===== src/rtl/instr_fetch_unit_if.sv =====
// Signal bundle between the fetch stage, instruction memory, branch resolution and decode.
// The fetch unit connects through the master modport; the surrounding pipeline uses slave.
interface instr_fetch_unit_if;
    logic        imem_req_valid;
    logic        imem_req_ready;
    logic [31:0] imem_req_addr;
    logic        imem_rsp_valid;
    logic [31:0] imem_rsp_data;
    logic        imem_rsp_err;
    logic        redirect_valid;
    logic [31:0] redirect_pc;
    logic        if_valid;
    logic        if_ready;
    logic [31:0] if_instr;
    logic [31:0] if_pc;
    logic        if_fault;

    modport master (
        output imem_req_valid, imem_req_addr,
        input  imem_req_ready,
        input  imem_rsp_valid, imem_rsp_data, imem_rsp_err,
        input  redirect_valid, redirect_pc,
        output if_valid, if_instr, if_pc, if_fault,
        input  if_ready
    );

    modport slave (
        input  imem_req_valid, imem_req_addr,
        output imem_req_ready,
        output imem_rsp_valid, imem_rsp_data, imem_rsp_err,
        output redirect_valid, redirect_pc,
        input  if_valid, if_instr, if_pc, if_fault,
        output if_ready
    );
endinterface


===== src/rtl/instr_fetch_unit.sv =====
// RV32 instruction fetch: owns the fetch PC, issues credit-limited word requests,
// buffers in-order responses for decode and discards in-flight responses after a redirect.
module instr_fetch_unit #(
    parameter logic [31:0] RESET_PC   = 32'h0000_0000,
    parameter int          FIFO_DEPTH = 2
) (
    input  logic               clk,
    input  logic               rst,
    instr_fetch_unit_if.master bus
);
    localparam int            AW      = $clog2(FIFO_DEPTH);
    localparam int            CW      = AW + 1;
    localparam logic [CW-1:0] DEPTH_C = CW'(FIFO_DEPTH);
    localparam logic [31:0]   NOP     = 32'h0000_0013;

    logic [29:0]           fetch_word;
    logic [CW-1:0]         outstanding;
    logic [CW-1:0]         discard;
    logic [CW-1:0]         fifo_count;
    logic [AW-1:0]         pq_wr, pq_rd;
    logic [AW-1:0]         of_wr, of_rd;
    logic [31:0]           pq_pc   [FIFO_DEPTH];
    logic [31:0]           of_pc   [FIFO_DEPTH];
    logic [31:0]           of_data [FIFO_DEPTH];
    logic [FIFO_DEPTH-1:0] of_err;

    logic          redirect;
    logic [CW:0]   in_use;
    logic          req_fire;
    logic          rsp_fire;
    logic          push;
    logic          pop;
    logic          unused_bits;

    assign redirect    = bus.redirect_valid;
    assign unused_bits = ^bus.redirect_pc[1:0];

    // Buffered plus in-flight words may never exceed the buffer size, so every response has a slot.
    assign in_use             = {1'b0, fifo_count} + {1'b0, outstanding};
    assign bus.imem_req_valid = !rst && !redirect && (in_use < {1'b0, DEPTH_C});
    assign bus.imem_req_addr  = {fetch_word, 2'b00};

    assign req_fire = bus.imem_req_valid && bus.imem_req_ready;
    assign rsp_fire = !rst && bus.imem_rsp_valid;
    assign push     = rsp_fire && !redirect && (discard == '0);
    assign pop      = bus.if_valid && bus.if_ready;

    always_ff @(posedge clk) begin
        if (rst) begin
            fetch_word  <= RESET_PC[31:2];
            outstanding <= '0;
            discard     <= '0;
            fifo_count  <= '0;
            pq_wr       <= '0;
            pq_rd       <= '0;
            of_wr       <= '0;
            of_rd       <= '0;
        end else begin
            if (req_fire) pq_wr <= pq_wr + AW'(1);
            if (rsp_fire) pq_rd <= pq_rd + AW'(1);
            outstanding <= outstanding + CW'(req_fire) - CW'(rsp_fire);
            if (redirect) begin
                // A response landing in the redirect cycle is already gone, so it is not owed a discard.
                fetch_word <= bus.redirect_pc[31:2];
                discard    <= outstanding - CW'(rsp_fire);
                fifo_count <= '0;
                of_wr      <= '0;
                of_rd      <= '0;
            end else begin
                if (req_fire) fetch_word <= fetch_word + 30'd1;
                if (rsp_fire && (discard != '0)) discard <= discard - CW'(1);
                if (push) of_wr <= of_wr + AW'(1);
                if (pop) of_rd <= of_rd + AW'(1);
                fifo_count <= fifo_count + CW'(push) - CW'(pop);
            end
        end
    end

    always_ff @(posedge clk) begin
        if (req_fire) pq_pc[pq_wr] <= bus.imem_req_addr;
        if (push) begin
            of_pc[of_wr]   <= pq_pc[pq_rd];
            of_data[of_wr] <= bus.imem_rsp_data;
            of_err[of_wr]  <= bus.imem_rsp_err;
        end
    end

    // Head of the buffer drives decode directly; empty or reset shows all-zero outputs.
    assign bus.if_valid = !rst && (fifo_count != '0);
    assign bus.if_pc    = bus.if_valid ? of_pc[of_rd] : 32'h0;
    assign bus.if_fault = bus.if_valid && of_err[of_rd];
    assign bus.if_instr = !bus.if_valid ? 32'h0 : (of_err[of_rd] ? NOP : of_data[of_rd]);

    a_no_overflow: assert property (@(posedge clk) disable iff (rst)
        !(push && !pop && (fifo_count == DEPTH_C)));
    a_counters: assert property (@(posedge clk) disable iff (rst)
        (discard <= outstanding) && (outstanding <= DEPTH_C));
endmodule


===== src/flat_wrapper.sv =====
// flat-port wrapper written by rule: the top's interface ports become plain ports
module instr_fetch_unit_flat 
#(
    parameter logic [31:0] RESET_PC   = 32'h0000_0000,
    parameter int          FIFO_DEPTH = 2
)
  (clk, rst, bus_imem_req_valid, bus_imem_req_addr, bus_imem_req_ready, bus_imem_rsp_valid, bus_imem_rsp_data, bus_imem_rsp_err, bus_redirect_valid, bus_redirect_pc, bus_if_valid, bus_if_instr, bus_if_pc, bus_if_fault, bus_if_ready);
  instr_fetch_unit_if bus_i ();
  input  logic clk;
  input  logic rst;
  output wire logic [$bits(bus_i.imem_req_valid)-1:0] bus_imem_req_valid;
  output wire logic [$bits(bus_i.imem_req_addr)-1:0] bus_imem_req_addr;
  input wire logic [$bits(bus_i.imem_req_ready)-1:0] bus_imem_req_ready;
  input wire logic [$bits(bus_i.imem_rsp_valid)-1:0] bus_imem_rsp_valid;
  input wire logic [$bits(bus_i.imem_rsp_data)-1:0] bus_imem_rsp_data;
  input wire logic [$bits(bus_i.imem_rsp_err)-1:0] bus_imem_rsp_err;
  input wire logic [$bits(bus_i.redirect_valid)-1:0] bus_redirect_valid;
  input wire logic [$bits(bus_i.redirect_pc)-1:0] bus_redirect_pc;
  output wire logic [$bits(bus_i.if_valid)-1:0] bus_if_valid;
  output wire logic [$bits(bus_i.if_instr)-1:0] bus_if_instr;
  output wire logic [$bits(bus_i.if_pc)-1:0] bus_if_pc;
  output wire logic [$bits(bus_i.if_fault)-1:0] bus_if_fault;
  input wire logic [$bits(bus_i.if_ready)-1:0] bus_if_ready;
  assign bus_imem_req_valid = bus_i.imem_req_valid;
  assign bus_imem_req_addr = bus_i.imem_req_addr;
  assign bus_i.imem_req_ready = bus_imem_req_ready;
  assign bus_i.imem_rsp_valid = bus_imem_rsp_valid;
  assign bus_i.imem_rsp_data = bus_imem_rsp_data;
  assign bus_i.imem_rsp_err = bus_imem_rsp_err;
  assign bus_i.redirect_valid = bus_redirect_valid;
  assign bus_i.redirect_pc = bus_redirect_pc;
  assign bus_if_valid = bus_i.if_valid;
  assign bus_if_instr = bus_i.if_instr;
  assign bus_if_pc = bus_i.if_pc;
  assign bus_if_fault = bus_i.if_fault;
  assign bus_i.if_ready = bus_if_ready;
  instr_fetch_unit #(.RESET_PC(RESET_PC), .FIFO_DEPTH(FIFO_DEPTH)) u_core (.clk(clk), .rst(rst), .bus(bus_i));
endmodule

===== config.mk =====
export PLATFORM = sky130hd
export DESIGN_NAME = instr_fetch_unit_flat
export DESIGN_NICKNAME = d
export VERILOG_FILES = /design/src/rtl/instr_fetch_unit_if.sv /design/src/rtl/instr_fetch_unit.sv /design/src/flat_wrapper.sv
export SDC_FILE = /design/constraint.sdc
export NUM_CORES = 1
export LEC_CHECK = 0
export CAP_MARGIN = 20
export CORE_UTILIZATION = 45
export CTS_BUF_LIST = sky130_fd_sc_hd__clkbuf_16
export DETAILED_ROUTE_END_ITERATION = 16
export GPL_ROUTABILITY_DRIVEN = 1
export HOLD_SLACK_MARGIN = 0.12
export PLACE_DENSITY = 0.72
export SLEW_MARGIN = 20
export SYNTH_ARGS = -nofsm -noshare
export SYNTH_HDL_FRONTEND = slang
export SYNTH_SLANG_ARGS = --single-unit

===== constraint.sdc =====
create_clock -name clk -period 6 [get_ports clk]
set_input_delay 0.6 -clock clk [delete_from_list [all_inputs] [get_ports clk]]
set_output_delay 0.6 -clock clk [all_outputs]
set_load 0.05 [all_outputs]

==> impl_summary.md, run 1 <==
Detailed routing
The first-pass detailed-route iteration total is 5. The final wirelength is 20.0 mm. The detail-routed net length per standard cell is 17.9 um.

After detailed routing, the number of remaining DRC violations is 0. The via count is 5,926. The number of DRC markers in iteration 0 is slightly below 500. The number of routed nets with antenna violations is 0.

The via-per-instance ratio is 5.32.

Clocking
CTS built an H-tree with a depth of 1. The number of CTS-inserted buffers is 24. The clock tree root driver cell is sky130_fd_sc_hd__clkbuf_16. The number of buffers on the longest clock path is 3. For this design, the CTS-stage hold fixing added 0 buffers.

After clock tree synthesis, the setup repair step added 0 buffers. The count of cells resized by post-cts repair is 0. TritonCTS built the clock tree.

The worst-skew pair later-pin latency is 0.50 ns. The number of clock sinks is between 200 and 250. After clock tree synthesis, the clock-pin slew on the worst setup and hold paths is 0.06 ns.

Place
The detailed placer's ending HPWL is 12.7 mm. The worst slack at placement is just under 2 ns. The count of input and output buffers is 163. Routability-driven placement finished with a final weighted congestion of 0.808.

In this run, placement finished with an instance count of 1,069.

Worst setup path
The largest single stage delay on the critical path is 0.81 ns. The worst setup path is launched from a flop. The maximum fanout along the worst path is 35. The signal on the critical path passes through o21ai_4 > inv_1 > nand2_1 > nor2_1 > clkdlybuf4s50_1. The arrival time at the worst endpoint is 3.48 ns.

The nature of the critical path endpoint is an output pin. The critical path start-end classification is flop to output pin. At the worst endpoint, the required time is 5.40 ns. The critical path's slowest cell is sky130_fd_sc_hd__o21ai_4.

Synthesis
In the synthesized netlist, the number of instances is 663. Sorting the synthesized cells by area gives the leading types as sky130_fd_sc_hd__edfxtp_1, sky130_fd_sc_hd__dfxtp_1, sky130_fd_sc_hd__mux2i_1. The number of different library cells in the post-synthesis netlist is between 40 and 50. After synthesis, flip-flops and latches occupy 69.1% of the total area. The total of flip-flops plus latches after synthesis is approximately 230. The share of Yosys cell area claimed by the top area cell type is about three fifths. The most repeated cell in the gate-level netlist after synthesis is sky130_fd_sc_hd__edfxtp_1. For this run, the number of Yosys warnings is 0. A synthesized cell averages 14.0 um^2. The post-synthesis instance area is 9300 um^2.

The largest total area in the synthesized netlist belongs to sky130_fd_sc_hd__edfxtp_1. The post-synthesis async set-or-reset flop share is 0%. For this run, the leading register cell type out of synthesis is sky130_fd_sc_hd__edfxtp_1. Yosys mapped a number of flops with a built-in enable equal to 186. In the synthesized netlist, the cells that appear most often are sky130_fd_sc_hd__edfxtp_1, sky130_fd_sc_hd__nor2_1, sky130_fd_sc_hd__mux2i_1, sky130_fd_sc_hd__dfxtp_1, sky130_fd_sc_hd__mux2_2.

Power
The total power per unit cell area is 288 nW/um^2. The leakage dissipation is 3.94 nW. The worst IR drop on VDD is 0.000198 V.

Global route
Entering global routing, the biggest net connects 63 pins. The via count of the first global-routing pass is 5,805. The global router's overall resource usage is between 10% and 20%.

The total congestion overflow after global routing is 0. The initial antenna violation count is 0. The first-pass GRT wire length is 31.4 mm.

STA
The count of final setup violators is 0. Setup repair after global routing left no endpoint under its margin. The maximum achievable frequency is 245 MHz. The final worst-path cycle share is between 60% and 70%. At the pin with the least slew margin, the transition time is roughly 1.0 ns. The final count of hold timing violations is 0. The minimum clock period is 4.08 ns. The worst relative slew slack is 29.8%. The post-layout worst setup margin is 1.92 ns.

On the final layout, the worst clock skew is 0.0103 ns. The final total negative setup slack is 0 ns. The count of pins over their slew limit was 0.

Final layout
Cells with a size suffix above 1 make up about a tenth of the layout. The number of antenna diodes in the final layout is 0. The finished layout holds 1,114 standard cells, fillers aside. The layout overhead on the synthesized area is 28.5%. The final net count is 903.

Floorplanning
The area of the die is roughly 21,000 um^2. The initial core utilization is 45.9%. The placeable core area is 20,200 um^2.

After floorplanning, the core was divided into 52 placement rows. The die is 146 um tall. The number of ports placed on the die boundary is 170. The floorplan step set the die width to 146 um.

Outcome
The flow ran to the end, and the final reports show no timing, DRC or antenna violations.

Min path
The path type of the worst min-delay path is flop to flop.

Run
The count of maximum capacitance violations is 0.
path summary, 6_finish.rpt:
path | startpoint | cells past startpoint | slack (ns) | endpoint
setup / recovery | u_core.fifo_count[1] | 5 | 1.92 | bus_if_instr[10]
hold / removal | u_core.fetch_word[10] | 0 | 0.53 | u_core.pq_pc[1][10]
setup reg to reg | u_core.fifo_count[0] | 8 | 3.07 | u_core.pq_pc[0][24]
hold reg to reg | u_core.fetch_word[10] | 0 | 0.53 | u_core.pq_pc[1][10]
kinds of logic (layout without fill, tap and decap cells):
kind of cell | count (synthesis) | in the layout | synth area share (%)
flops | 228 | 228 | 69.1
fa+ha+maj | 6 | 6 | 0.888
compound gates | 74 | 74 | 5.07
buf+inv | 49 | 227 | 2.40
xor+xnor | 15 | 15 | 1.41
simple gates | 193 | 193 | 10.2
other cells | 1 | 4 | 0.0403
mux | 97 | 97 | 10.9
area by class of cell:
| class | count | area, um^2 |
|---|---|---|
| Inverter | 10 | 37.5 |
| Timing Repair Buffer | 173 | 1730 |
| Fill cell | 1586 | 8290 |
| Multi-Input combinational cell | 389 | 2680 |
| Tap cell | 270 | 338 |
| Sequential cell | 228 | 6430 |
| Clock buffer | 25 | 626 |
| Clock inverter | 19 | 104 |
through the flow:
stage | hold WS, ns | power (mW) | area, um^2 | utilization [%]
after floorplan | 0.480 | 1.99 | 9310 | -
after global placement | 0.498 | 2.11 | 11200 | 55.3
after detailed placement | 0.516 | 2.12 | 11200 | 55.3
after CTS | 0.532 | 3.46 | 11900 | 58.9
after global routing | 0.557 | 3.55 | 11900 | 59.0
final | 0.530 | 3.44 | 11900 | 59.0
sequential cells by signal, summed over array words and instances, names as in the netlist, named ones only:
signal,flops
u_core.fifo_count,2
u_core.of_rd,1
u_core.pq_rd,1
u_core.pq_wr,1
u_core.of_err,2
u_core.fetch_word,30
u_core.pq_pc,60
u_core.outstanding,2
u_core.of_wr,1
u_core.discard,2
u_core.of_data,64
u_core.of_pc,60
critical path, delay by kind of cell, from the launching register on:
family,cells,cell delay [ns]
buf+inv,2,0.91
simple gates,2,0.88
flops,1,0.37
compound gates,1,0.81
cells in the final DEF (no fill, tap or decap), drive strengths merged, types with 14 or more instances in the layout:
master	count
nand2	32
nand3	16
edfxtp	186
inv	18
mux2	34
clkdlybuf4s50	163
clkbuf	25
mux2i	63
dfxtp	42
and3	14
nor2	87
a21oi	24
per-layer routing:
layer	vias to the layer above	part of all wire [%]	global-route usage, %
met3	30	6.6	3.32
met4	0	2.1	5.95
li1	2803	-	-
met2	245	48	31.1
met5	-	0	0
met1	2848	43	25.3
power breakdown:
part	internal, mW	leakage [nW]	total [mW]	switching [mW]
logic	0.120	1.51	0.284	0.164
registers	1.76	2.04	1.80	0.0382
clock network	0.790	0.388	1.35	0.564
total	2.67	3.94	3.44	0.766
Note: power is estimated with default switching activity, not from simulation.
==> run 2: changes to the inputs <==
- PLACE_DENSITY: 0.72 -> 0.75
- clock period: 6 -> 3.7 ns (I/O delays scaled with it)
==> impl_summary.md, run 2 (synthesized netlist as in run 1, its figures left out) <==
Global route
The initial antenna violation count is 0 (unchanged). The first-pass GRT wire length came to 31.3 mm (-0.24%). The pin count of the biggest net entering global routing was 43 (-32%). The total congestion overflow after global routing is 0 (unchanged). The global router's overall resource usage is 18.8% (+0.022 points). The via count of the first global-routing pass was 5,641 (-2.8%).

STA
The worst-case hold slack came to 0.443 ns (-0.0869 ns). The setup clock skew after layout is 0.0164 ns (+0.00614 ns). The count of final setup violators is 0 (unchanged). The transition time of the tightest slew-check pin is 1.04 ns (-0.0134 ns).

The final count of hold timing violations is 0 (unchanged). The worst relative slew slack is 30.8% (+0.99 points). The final worst-path cycle share is 81.1%. For this run, the top clock speed supported by timing is 333 MHz. The clock period could shrink to 3.00 ns.

The final total negative setup slack is 0 ns (unchanged). The count of pins over their slew limit is 0 (unchanged). Setup repair after global routing left no endpoint under its margin.

Worst setup path
The arrival time at the worst endpoint is 2.63 ns (-0.85 ns). The required time of the critical path came to 3.33 ns (-2.07 ns). The biggest cell delay along the critical path was 0.73 ns (-0.08 ns). The worst setup path is captured at an output pin. The register-to-register setup slack is 0.83 ns (-2.24 ns). On the critical path, the stage with the largest delay is an instance of sky130_fd_sc_hd__nand2_1.

The count of buffering cells on the critical path with inverters included was 1 (-1). The critical path start-end classification is flop to output pin. The signal on the critical path passes through mux2i_1 > nand2_1 > nor2_1 > buf_4. In this design, the largest share of critical-path delay is due to simple AND/OR/NAND/NOR gates. STA classifies the critical path startpoint as a flop. The maximum fanout along the worst path is 29 (-17%).

Clocking
The hold buffer count at CTS is 0 (unchanged). The number of levels in the clock H-tree is 1 (unchanged). The clock slew seen by the registers of the worst setup and hold paths came to 0.06 ns (about the same).

The number of CTS-inserted buffers is 24 (unchanged). The worst-skew pair later-pin latency is 0.51 ns (about the same). The number of clock sinks is 228 (unchanged). TritonCTS built the clock tree. The count of cells resized by post-cts repair is 0 (unchanged).

The clock tree root driver cell is sky130_fd_sc_hd__clkbuf_16. The post-CTS setup buffer count is 0 (unchanged). The number of buffers on the longest clock path is 3 (unchanged).

Final layout
The number of filler instances in the final layout is 1,602 (+1.0%). The antenna diode count came to 0 (unchanged). The layout overhead on the synthesized area is 27.3%. The leading cell type in the layout, fill and taps excluded is sky130_fd_sc_hd__edfxtp_1. The fraction of the core area covered by cells at the end of the flow is 58.5% (-0.53 points). The register with the most flip-flops in the final layout is u_core.of_data. The number of flip-flops under the largest register name is 64 (unchanged). The library cells used most frequently in the layout, excluding fill and tap cells, are sky130_fd_sc_hd__edfxtp_1, sky130_fd_sc_hd__clkdlybuf4s50_1, sky130_fd_sc_hd__nor2_1. The largest registers in the layout are u_core.of_data: 64 flops, u_core.of_pc: 60 flops, u_core.pq_pc: 60 flops. The final net count is 910 (+0.78%). The fraction of final layout cells with drive strength greater than 1 was 18.8% (+9.0 points).

Outcome
The flow ran to the end, and the final reports show no timing, DRC or antenna violations.

Floorplanning
The overall die height came to 146 um (unchanged). The placeable core area is 20,200 um^2 (unchanged). The initial core utilization is 45.9% (unchanged). The area of the die came to 21,200 um^2 (unchanged). The die span in x is 146 um (unchanged). The floorplan row count was 52 (unchanged). The number of ports placed on the die boundary is 170 (unchanged).

Detailed routing
The via count is 5,968 (+0.71%). The first-pass detailed-route iteration total is 5 (unchanged). The number of routed nets with antenna violations came to 0 (unchanged). The count of unresolved DRC violations after routing was 0 (unchanged). The via-per-instance ratio came to 5.32 (about the same). The final wirelength is 20.0 mm (+0.19%). The detail-routed net length per standard cell is 17.9 um (-0.44%). The number of DRC markers in iteration 0 was 366 (-25%).

Power
The total power per unit cell area came to 469 nW/um^2 (+63%). The power consumption is 5.55 mW (+61%). The worst IR drop on VDD is 0.000334 V (+69%). The leakage dissipation is 4.11 nW (+4.4%).

Place
The global placement routability congestion is 0.826 (+2.2%). The detailed placer's ending HPWL is 13.2 mm (+4.2%). The count of input and output buffers was 163 (unchanged).

Min path
In this run the worst hold path is classified as primary input to flop.

Run
The count of maximum capacitance violations came to 0 (unchanged).
==> run 2: cell types whose count changed in the layout (fill, tap and decap cells not counted), sizes merged <==
cell / before / now
inv: 18 / 19
clkinv: 9 / 8
clkdlybuf4s50: 163 / 98
bufinv: 1 / 0
clkbuf: 25 / 26
buf: 10 / 82
==> run 2: worst paths after layout <==
path	to	cells past startpoint	startpoint
max	bus_if_instr[5]	4	u_core.of_rd
min	u_core.of_data[0][11]	1	bus_imem_rsp_data[11]
max reg2reg	u_core.fetch_word[28]	8	u_core.fifo_count[0]
min reg2reg	u_core.pq_rd	2	u_core.pq_rd
==> run 2: worst register-to-register path, cell delays in order (launching register included) <==
cell,delay (ns)
sky130_fd_sc_hd__dfxtp_1,0.37
sky130_fd_sc_hd__inv_1,0.08
sky130_fd_sc_hd__nor2_1,0.12
sky130_fd_sc_hd__fa_1,0.47
sky130_fd_sc_hd__or3b_1,0.63
sky130_fd_sc_hd__nor2_8,0.35
sky130_fd_sc_hd__nand4_4,0.18
sky130_fd_sc_hd__or3_1,0.35
sky130_fd_sc_hd__a311oi_1,0.24
==> run 2: report_power, final <==
group          internal [mW]  switching (mW)  total (mW)
clock network           1.26           0.908        2.16
logic                  0.197           0.264       0.461
registers               2.85          0.0671        2.92
==> run 2: final cells by class <==
class | count | area [um^2] | area share, %
Multi-Input combinational cell | 389 | 2680 | 22.7
Clock buffer | 26 | 651 | 5.50
Clock inverter | 18 | 75.1 | 0.634
Tap cell | 270 | 338 | 2.85
Timing Repair Buffer | 180 | 1620 | 13.7
Sequential cell | 228 | 6430 | 54.3
Inverter | 10 | 37.5 | 0.317
==> run 2: layer usage <==
metal | global-route usage (%) | wire length [um] | up-vias | share of wire [%]
met2 | 30.8 | 9800 | 203 | 49
met5 | 0 | 0 | - | 0
met4 | 5.37 | 316 | 0 | 1.6
met1 | 25.8 | 8650 | 2932 | 43
li1 | - | - | 2811 | -
met3 | 3.29 | 1270 | 22 | 6.3
==> run 2: per-stage QoR <==
stage | setup slack, ns | cell area [um^2] | instances
2_1_floorplan | 0.463 | 9310 | 666
3_3_place_gp | 0.922 | 11100 | 1077
3_5_place_dp | 0.871 | 11100 | 1077
4_1_cts | 0.627 | 11800 | 1121
5_1_grt | 0.417 | 11800 | 1121
6_report | 0.698 | 11800 | 1121
